## config.mk

```make
export PLATFORM = sky130hd
export DESIGN_NAME = seg_scan_decoder_flat
export DESIGN_NICKNAME = d
export VERILOG_FILES = /design/src/rtl/seg_scan_decoder_if.sv /design/src/rtl/seg_scan_decoder.sv /design/src/flat_wrapper.sv
export SDC_FILE = /design/constraint.sdc
export NUM_CORES = 1
export LEC_CHECK = 0
export ABC_AREA = 0
export ABC_CLOCK_PERIOD_IN_PS = 4380
export BUFFER_PORTS_ARGS = -buffer_cell sky130_fd_sc_hd__clkbuf_2
export CORE_ASPECT_RATIO = 1.1
export CORE_MARGIN = 3
export CORE_UTILIZATION = 60
export CTS_CLUSTER_SIZE = 10
export DETAILED_ROUTE_END_ITERATION = 7
export GPL_TIMING_DRIVEN = 0
export PLACE_DENSITY = 0.8
export SYNTH_ARGS = -nofsm -noshare
export SYNTH_HDL_FRONTEND = slang
export SYNTH_SLANG_ARGS = --single-unit
export TNS_END_PERCENT = 1
```

## constraint.sdc

```tcl
create_clock -name clk -period 4.38 [get_ports clk]
set_input_delay 0.876 -clock clk [delete_from_list [all_inputs] [get_ports clk]]
set_output_delay 0.876 -clock clk [all_outputs]
set_load 0.01 [all_outputs]
```

## src/rtl/seg_scan_decoder_if.sv

```systemverilog
// Display-pin bus for the seven-segment readback: scanned pins in, decoded frame out.
// The decoder takes the slave side; the meter or bench driving the pins takes the master side.
interface seg_scan_decoder_if;
  logic [6:0]  led_seg;
  logic        a1, a2, a3, a4;
  logic [13:0] value;
  logic [3:0]  digit1, digit2, digit3, digit4;
  logic        frame_valid;
  logic        value_changed;
  logic        blanked;
  logic        seg_err;
  logic [7:0]  err_count;

  modport master (
    output led_seg, a1, a2, a3, a4,
    input  value, digit1, digit2, digit3, digit4, frame_valid, value_changed,
           blanked, seg_err, err_count
  );

  modport slave (
    input  led_seg, a1, a2, a3, a4,
    output value, digit1, digit2, digit3, digit4, frame_valid, value_changed,
           blanked, seg_err, err_count
  );
endinterface

```

## src/rtl/seg_scan_decoder.sv

```systemverilog
// Reads back a multiplexed 4-digit seven-segment display: slot classify, BCD decode,
// frame capture, two-stage BCD->binary conversion, blank-run tracking and error counting.
module seg_scan_decoder #(
  parameter int BLANK_MIN = 8
) (
  input logic               clk,
  input logic               rst,
  seg_scan_decoder_if.slave bus
);
  localparam int         STAGES  = 2;
  localparam logic [7:0] RUN_MAX = 8'(BLANK_MIN);

  typedef enum logic [1:0] {HUNT = 2'd0, CAP2 = 2'd1, CAP3 = 2'd2, CAP4 = 2'd3} state_t;

  state_t          state, state_nx;
  logic [6:0]      s_seg;
  logic [3:0]      s_an_n;
  logic [3:0]      lit;
  logic            is_blank, pat_ok, good;
  logic [1:0]      slot;
  logic [3:0]      pat_d;
  logic            ld, publish, err_nx;
  logic [2:0][3:0] cap_d;
  logic [3:0][3:0] hand_d, a_d, dig;
  logic [13:0]     p_hi, p_lo, sum, value;
  logic [STAGES:0] vld_pipe;
  logic            first, value_changed, blanked, seg_err;
  logic [7:0]      run_cnt, err_count;

  function automatic logic [4:0] seg_decode(input logic [6:0] s);
    case (s)
      7'b0000001: return {1'b1, 4'd0};
      7'b1001111: return {1'b1, 4'd1};
      7'b0010010: return {1'b1, 4'd2};
      7'b0000110: return {1'b1, 4'd3};
      7'b1001100: return {1'b1, 4'd4};
      7'b0100100: return {1'b1, 4'd5};
      7'b0100000: return {1'b1, 4'd6};
      7'b0001111: return {1'b1, 4'd7};
      7'b0000000: return {1'b1, 4'd8};
      7'b0000100: return {1'b1, 4'd9};
      default:    return 5'd0;
    endcase
  endfunction

  // Sample classification on the registered pins; slot 0 = a1 (thousands).
  always_comb begin
    lit      = ~s_an_n;
    is_blank = (lit == 4'b0000);
    slot     = 2'd0;
    for (int i = 0; i < 4; i++)
      if (lit[i]) slot = 2'(i);
    {pat_ok, pat_d} = seg_decode(s_seg);
    good = $onehot(lit) && pat_ok;
  end

  always_ff @(posedge clk) begin
    if (rst) state <= HUNT;
    else     state <= state_nx;
  end

  // State encoding doubles as the slot index expected next.
  always_comb begin
    state_nx = state;
    ld       = 1'b0;
    publish  = 1'b0;
    err_nx   = 1'b0;
    if (good && slot == 2'(state)) begin
      ld      = 1'b1;
      publish = (state == CAP4);
      case (state)
        HUNT:    state_nx = CAP2;
        CAP2:    state_nx = CAP3;
        CAP3:    state_nx = CAP4;
        default: state_nx = HUNT;
      endcase
    end else if (state != HUNT) begin
      err_nx = !is_blank;
      if (good && slot == 2'd0) begin
        ld       = 1'b1;
        state_nx = CAP2;
      end else begin
        state_nx = HUNT;
      end
    end
  end

  // Data path: frame digits and conversion stages carry no reset; vld_pipe gates them.
  always_ff @(posedge clk) begin
    if (ld) begin
      case (slot)
        2'd0:    cap_d[0] <= pat_d;
        2'd1:    cap_d[1] <= pat_d;
        2'd2:    cap_d[2] <= pat_d;
        default: ;
      endcase
    end
    if (publish) hand_d <= {pat_d, cap_d};
    if (vld_pipe[0]) begin
      p_hi <= 14'(hand_d[0]) * 14'd1000 + 14'(hand_d[1]) * 14'd100;
      p_lo <= 14'(hand_d[2]) * 14'd10 + 14'(hand_d[3]);
      a_d  <= hand_d;
    end
  end

  assign sum = p_hi + p_lo;

  always_ff @(posedge clk) begin
    if (rst) begin
      s_seg         <= '1;
      s_an_n        <= '1;
      vld_pipe      <= '0;
      first         <= 1'b1;
      run_cnt       <= '0;
      value         <= '0;
      dig           <= '0;
      value_changed <= 1'b0;
      blanked       <= 1'b0;
      seg_err       <= 1'b0;
      err_count     <= '0;
    end else begin
      s_seg    <= bus.led_seg;
      s_an_n   <= {bus.a4, bus.a3, bus.a2, bus.a1};
      vld_pipe <= {vld_pipe[STAGES-1:0], publish};
      seg_err  <= err_nx;
      if (err_nx && err_count != 8'hFF) err_count <= err_count + 8'd1;
      if (!is_blank)               run_cnt <= '0;
      else if (run_cnt < RUN_MAX)  run_cnt <= run_cnt + 8'd1;
      // A new blank run reaching the threshold wins over a same-edge publish.
      if (is_blank && run_cnt >= RUN_MAX - 8'd1) blanked <= 1'b1;
      else if (vld_pipe[STAGES-1])               blanked <= 1'b0;
      if (vld_pipe[STAGES-1]) begin
        value         <= sum;
        dig           <= a_d;
        value_changed <= first || (sum != value);
        first         <= 1'b0;
      end else begin
        value_changed <= 1'b0;
      end
    end
  end

  assign bus.value         = value;
  assign bus.digit1        = dig[0];
  assign bus.digit2        = dig[1];
  assign bus.digit3        = dig[2];
  assign bus.digit4        = dig[3];
  assign bus.frame_valid   = vld_pipe[STAGES];
  assign bus.value_changed = value_changed;
  assign bus.blanked       = blanked;
  assign bus.seg_err       = seg_err;
  assign bus.err_count     = err_count;
endmodule

```

## src/flat_wrapper.sv

```systemverilog
// flat-port wrapper written by rule: the top's interface ports become plain ports
module seg_scan_decoder_flat 
#(
  parameter int BLANK_MIN = 8
)
  (clk, rst, bus_led_seg, bus_a1, bus_a2, bus_a3, bus_a4, bus_value, bus_digit1, bus_digit2, bus_digit3, bus_digit4, bus_frame_valid, bus_value_changed, bus_blanked, bus_seg_err, bus_err_count);
  seg_scan_decoder_if bus_i ();
  input logic clk;
  input logic rst;
  input wire logic [$bits(bus_i.led_seg)-1:0] bus_led_seg;
  input wire logic [$bits(bus_i.a1)-1:0] bus_a1;
  input wire logic [$bits(bus_i.a2)-1:0] bus_a2;
  input wire logic [$bits(bus_i.a3)-1:0] bus_a3;
  input wire logic [$bits(bus_i.a4)-1:0] bus_a4;
  output wire logic [$bits(bus_i.value)-1:0] bus_value;
  output wire logic [$bits(bus_i.digit1)-1:0] bus_digit1;
  output wire logic [$bits(bus_i.digit2)-1:0] bus_digit2;
  output wire logic [$bits(bus_i.digit3)-1:0] bus_digit3;
  output wire logic [$bits(bus_i.digit4)-1:0] bus_digit4;
  output wire logic [$bits(bus_i.frame_valid)-1:0] bus_frame_valid;
  output wire logic [$bits(bus_i.value_changed)-1:0] bus_value_changed;
  output wire logic [$bits(bus_i.blanked)-1:0] bus_blanked;
  output wire logic [$bits(bus_i.seg_err)-1:0] bus_seg_err;
  output wire logic [$bits(bus_i.err_count)-1:0] bus_err_count;
  assign bus_i.led_seg = bus_led_seg;
  assign bus_i.a1 = bus_a1;
  assign bus_i.a2 = bus_a2;
  assign bus_i.a3 = bus_a3;
  assign bus_i.a4 = bus_a4;
  assign bus_value = bus_i.value;
  assign bus_digit1 = bus_i.digit1;
  assign bus_digit2 = bus_i.digit2;
  assign bus_digit3 = bus_i.digit3;
  assign bus_digit4 = bus_i.digit4;
  assign bus_frame_valid = bus_i.frame_valid;
  assign bus_value_changed = bus_i.value_changed;
  assign bus_blanked = bus_i.blanked;
  assign bus_seg_err = bus_i.seg_err;
  assign bus_err_count = bus_i.err_count;
  seg_scan_decoder #(.BLANK_MIN(BLANK_MIN)) u_core (.clk(clk), .rst(rst), .bus(bus_i));
endmodule
```

**Yosys cells after proc, flatten, opt, wreduce, memory -nomap -nowiden**

Index checks and enable logic that the tools add are counted.

- Output and inout bits: 42
- Register bits after elaboration: 138

- Equal/unequal tests: 18
- Muxes and demuxes: 16
- Multipliers: 3
- Reduce and logical (&&, ||, !) cells: 19
- Bitwise logic cells: 3
- Magnitude comparators: 2
- Add/subtract/negate cells: 8

Operator list:

| cell | number |
|---|---|
| $pmux W5 S10 | 1 |
| $add A8 B1 Y8 const B | 2 |
| $add A14 B11 Y14 | 1 |
| $add A14 B14 Y14 | 1 |
| $eq A7 B3 Y1 const B | 2 |
| $eq A7 B6 Y1 const B | 2 |
| $eq A7 B7 Y1 const B | 2 |
| $ne A14 B14 Y1 | 1 |
| $mul A4 B7 Y11 const B | 1 |
| $mux W1 | 10 |
| $add A8 B4 Y9 | 1 |
| $mul A4 B5 Y9 const B | 1 |
| $ge A8 B3 Y1 const B | 1 |
| $lt A8 B4 Y1 const B | 1 |
| $mux W2 | 4 |
| $ne A8 B8 Y1 const B | 1 |
| $eq A7 B1 Y1 const B | 1 |
| $eq A7 B4 Y1 const B | 1 |
| $eq A7 B5 Y1 const B | 1 |
| $logic_not A7 Y1 | 1 |
| $mul A4 B3 Y7 const B | 1 |
| $eq A2 B2 Y1 const B | 3 |
| $pmux W2 S3 | 1 |
| $reduce_and A2 Y1 | 3 |
| other kinds (14) | 25 |

**Longest topological paths before layout**

- Depth after elaboration: 10
- Gate-level depth with buffers: 14
- Depth with buffers taken out: 14

**Worst setup path after synthesis**

OpenSTA, ideal clock, no wires.

- Path type: flip-flop to flip-flop
- From: register u_core.hand_d[2] in the netlist's numbering
- To: register u_core.p_hi[11] (data pin)
- Arrival: 3.289 ns
- Buffers on the path: 0
- Cell stages (with the launch flop): 14
- Required time: 4.111 ns
- Path slack: 0.821 ns
- Cells stage by stage: edfxtp_1 -> fa_1 -> inv_1 -> fa_1 -> inv_1 -> ha_1 -> a21o_1 -> a21oi_1 -> xnor2_1 -> ha_1 -> or3_1 -> o21ai_0 -> a21oi_1 -> xor2_1

- Cells in the longest elaborated chain, start to end: 2

RTL lines:

| element | line | RTL |
|---|---|---|
| start, declared | seg_scan_decoder.sv:24 | `logic [3:0][3:0] hand_d, a_d, dig;` |
| start signal, assigned | seg_scan_decoder.sv:98 | `if (publish) hand_d <= {pat_d, cap_d};` |
| $mul A4 B7 Y11 | seg_scan_decoder.sv:100 | `p_hi <= 14'(hand_d[0]) * 14'd1000 + 14'(hand_d[1]) * 14'd100;` |
| $add A14 B11 Y14 | seg_scan_decoder.sv:100 |  |
| end signal, assigned | seg_scan_decoder.sv:100 |  |
| end, declared | seg_scan_decoder.sv:25 | `logic [13:0] p_hi, p_lo, sum, value;` |

No other way between the ends.
A chain may end at the register's enable or synchronous reset.

**Final worst setup path**

- From: register u_core.hand_d[1] in the netlist's numbering
- To: register u_core.p_hi[11] (data pin)

Same word-level chain as after synthesis.

==> summary.txt <==
vias in the first global route = 4763
I/O pin count = 55
Critical Path AT = 3.99 ns
max-cap violation count = 0
origin of the worst setup path = u_core.hand_d[1]
fraction of registers with async set/reset = 0
area of the die = 12400 sq um
number of antenna-violating nets in the routed design = 0
Min Hold Slack = 0.416 ns
outcome = complete, no violations
post-DR wirelength/cell = 16.8 microns
Synth top area share = 0.284
top cells by area, synth = edfxtp_1 (28%), dfxtp_1 (20%), ha_1 (11%)
largest family of logic cells by synthesized area = adder cells
htree depth = 4
Post-CTS Setup Bufs = 0
CORE AREA = 10600 sq um
final routed DRC violation total = 0
layout cells sized above 1 = 0.171
Design Power = 2.66 mW
Final Core Density = 0.725
Synth Flop Type = dfxtp_1
final slew viol count = 0
via count = 4711
met1 Track Usage GR = 0.275
HP Class = flip-flop to flip-flop
Syn Nets = 687
crit-path leading delay family = adder cells
maximum VDD drop = 0.304 mV
initial antenna violation count = 0
Final Setup Violations = 0
Hold Buf Count CTS = 0
Buf/Inv on CP = 2
worst skew pair latency = 0.42 ns
Starting Density = 0.629
Startpoint Class = flip-flop
hold path start = u_core.cap_d[2]
Final Skew = 0.0106 ns
Die H = 116 microns
Crit-path slowest cell = fa_1
Adder-Cell Fraction of Synth Area = 0.146
largest net degree at the start of global routing = 37
GRT met2 Usage = 0.430
Yosys warnings = 0
Post-synth EDFFs = 63
met3 Resource Use GR = 0.0525
aggregate global routing overflow = 0
Die W = 106 microns
Slew HR = 0.449
Final Hold Vio Count = 0
final cycle utilization of the critical path = 0.878
critical path's largest stage delay = 0.65 ns
PD cells = 346 nW/um^2
post-layout min period = 3.85 ns
Antenna Cells = 0
cell with the most instances after synthesis = nor2_1
worst-path cell chain = fa_1 > inv_1 > fa_1 > inv_1 > ha_1 > a21oi_1 > xnor2_1 > ha_1 > or3_1 > o21ai_0 > a21oi_1 > xor2_1
post-synthesis mux area share = 0.0393
Mapped Cells = 604
Tot GR Track Use = 0.242
Layout fillers = 745
Clock Path Buffers = 2
worst reg2reg path startpoint = u_core.hand_d[1]
setup tns final = 0 ns
area share of and/or/nand/nor cells after synthesis = 0.143
port bufs = 54
sequential share of the synthesized area = 0.480
Detailed Place HPWL = 10100 microns
RSZ-0062 raised after global routing = no
Routed Wire Length = 14000 microns
Crit. End Element = flip-flop
Commonest cells post-synth = nor2_1 (70), dfxtp_1 (65), edfxtp_1 (63)
GPL Wtd Cong = 0.914
Post-Syn Area per Cell = 11.0 sq um
area grow syn2layout = 15.3%
CTS Buf Count = 17
maximum clock rate = 0.260 GHz
critical path class = flip-flop to flip-flop
post-synthesis compound-gate area fraction = 0.0913
Yosys cell types = 63
P_leak = 3.20 nW
row count = 39
clock slew at reported path FFs = 0.05 ns
TritonCTS clock tree = built
worst path required time = 4.53 ns
CTS sink count = 128
Synth area leader = edfxtp_1
post-synthesis xor/xnor area fraction = 0.0658
CTS root buffer = clkbuf_16
Worst Tran Pin Value = 0.827 ns
Resize count post-CTS = 0
vias per cell = 5.66
crit-path max FO = 6
Yosys reg bits = 128
final net count = 760
drt first pass iters = 6
number of DRC markers in iteration 0 = 249
mapped cell area = 6660 sq um
first-pass GRT wire length = 23000 microns
GR peak layer = met2
-- registers in the layout, indices dropped and copies added, names as in the netlist, 7 cells and up --
register and flops:
u_core.hand_d 16, u_core.s_seg 7, u_core.run_cnt 8, u_core.bus.value 14, u_core.bus.err_count 8, u_core.p_hi 11
u_core.p_lo 8, u_core.cap_d 12, u_core.a_d 16
-- area by class of cell --
cell class	instances	area (sq um)	share of cell area
buffer	17	80.1	0.0104
clock buffer	18	429	0.0559
tap	143	179	0.0233
multi-input combinational	419	3240	0.421
sequential	128	3190	0.416
timing repair buffer	54	270	0.0352
inverter	40	150	0.0196
clock inverter	14	140	0.0182
-- metal layers --
layer | share of wire | wire length, microns | vias to the layer above
met5 | 0 | 0 | -
met4 | 0.026 | 365 | 0
met3 | 0.044 | 620 | 34
met2 | 0.53 | 7360 | 125
met1 | 0.40 | 5640 | 2282
li1 | - | - | 2270
-- through the flow --
stage | setup slack, ns | area (sq um) | std cells
6_report | 0.534 | 7680 | 833
5_1_grt | 0.328 | 7680 | 833
4_1_cts | 0.521 | 7680 | 833
3_5_place_dp | 0.570 | 7110 | 801
3_3_place_gp | 0.574 | 7110 | 801
2_1_floorplan | 0.821 | 6660 | 604
-- cells in the final DEF, fill, tap and decap left out, types with 16 or more instances in the layout --
master	instances
nor2_1	70
dfxtp_1	64
edfxtp_1	63
ha_1	57
clkbuf_2	55
inv_1	40
xnor2_1	34
a21oi_1	26
mux2i_1	25
nand2_1	24
o21ai_0	18
clkbuf_16	17
xor2_1	16
-- worst paths after layout --
kind / slack, ns / depth (start not counted) / endpoint
min reg2reg: 0.42 / 0 / u_core.hand_d[2]
min: 0.42 / 0 / u_core.hand_d[2]
max reg2reg: 0.53 / 12 / u_core.p_hi[11]
max: 0.53 / 12 / u_core.p_hi[11]
-- report_power, final --
part	total, mW	internal (mW)	switching, mW
combinational	0.0484	0.0201	0.0283
sequential	1.26	1.25	0.00882
clock	1.35	0.833	0.515
total	2.66	2.10	0.552
-- cells by family (layout without fill, tap and decap cells) --
family | after synthesis | after routing
compound gates | 91 | 91
xor+xnor | 50 | 50
flops | 128 | 128
fa+ha+maj | 70 | 70
buf+inv | 57 | 143
simple gates | 182 | 182
mux | 26 | 26
(Power assumes the default switching activity.)
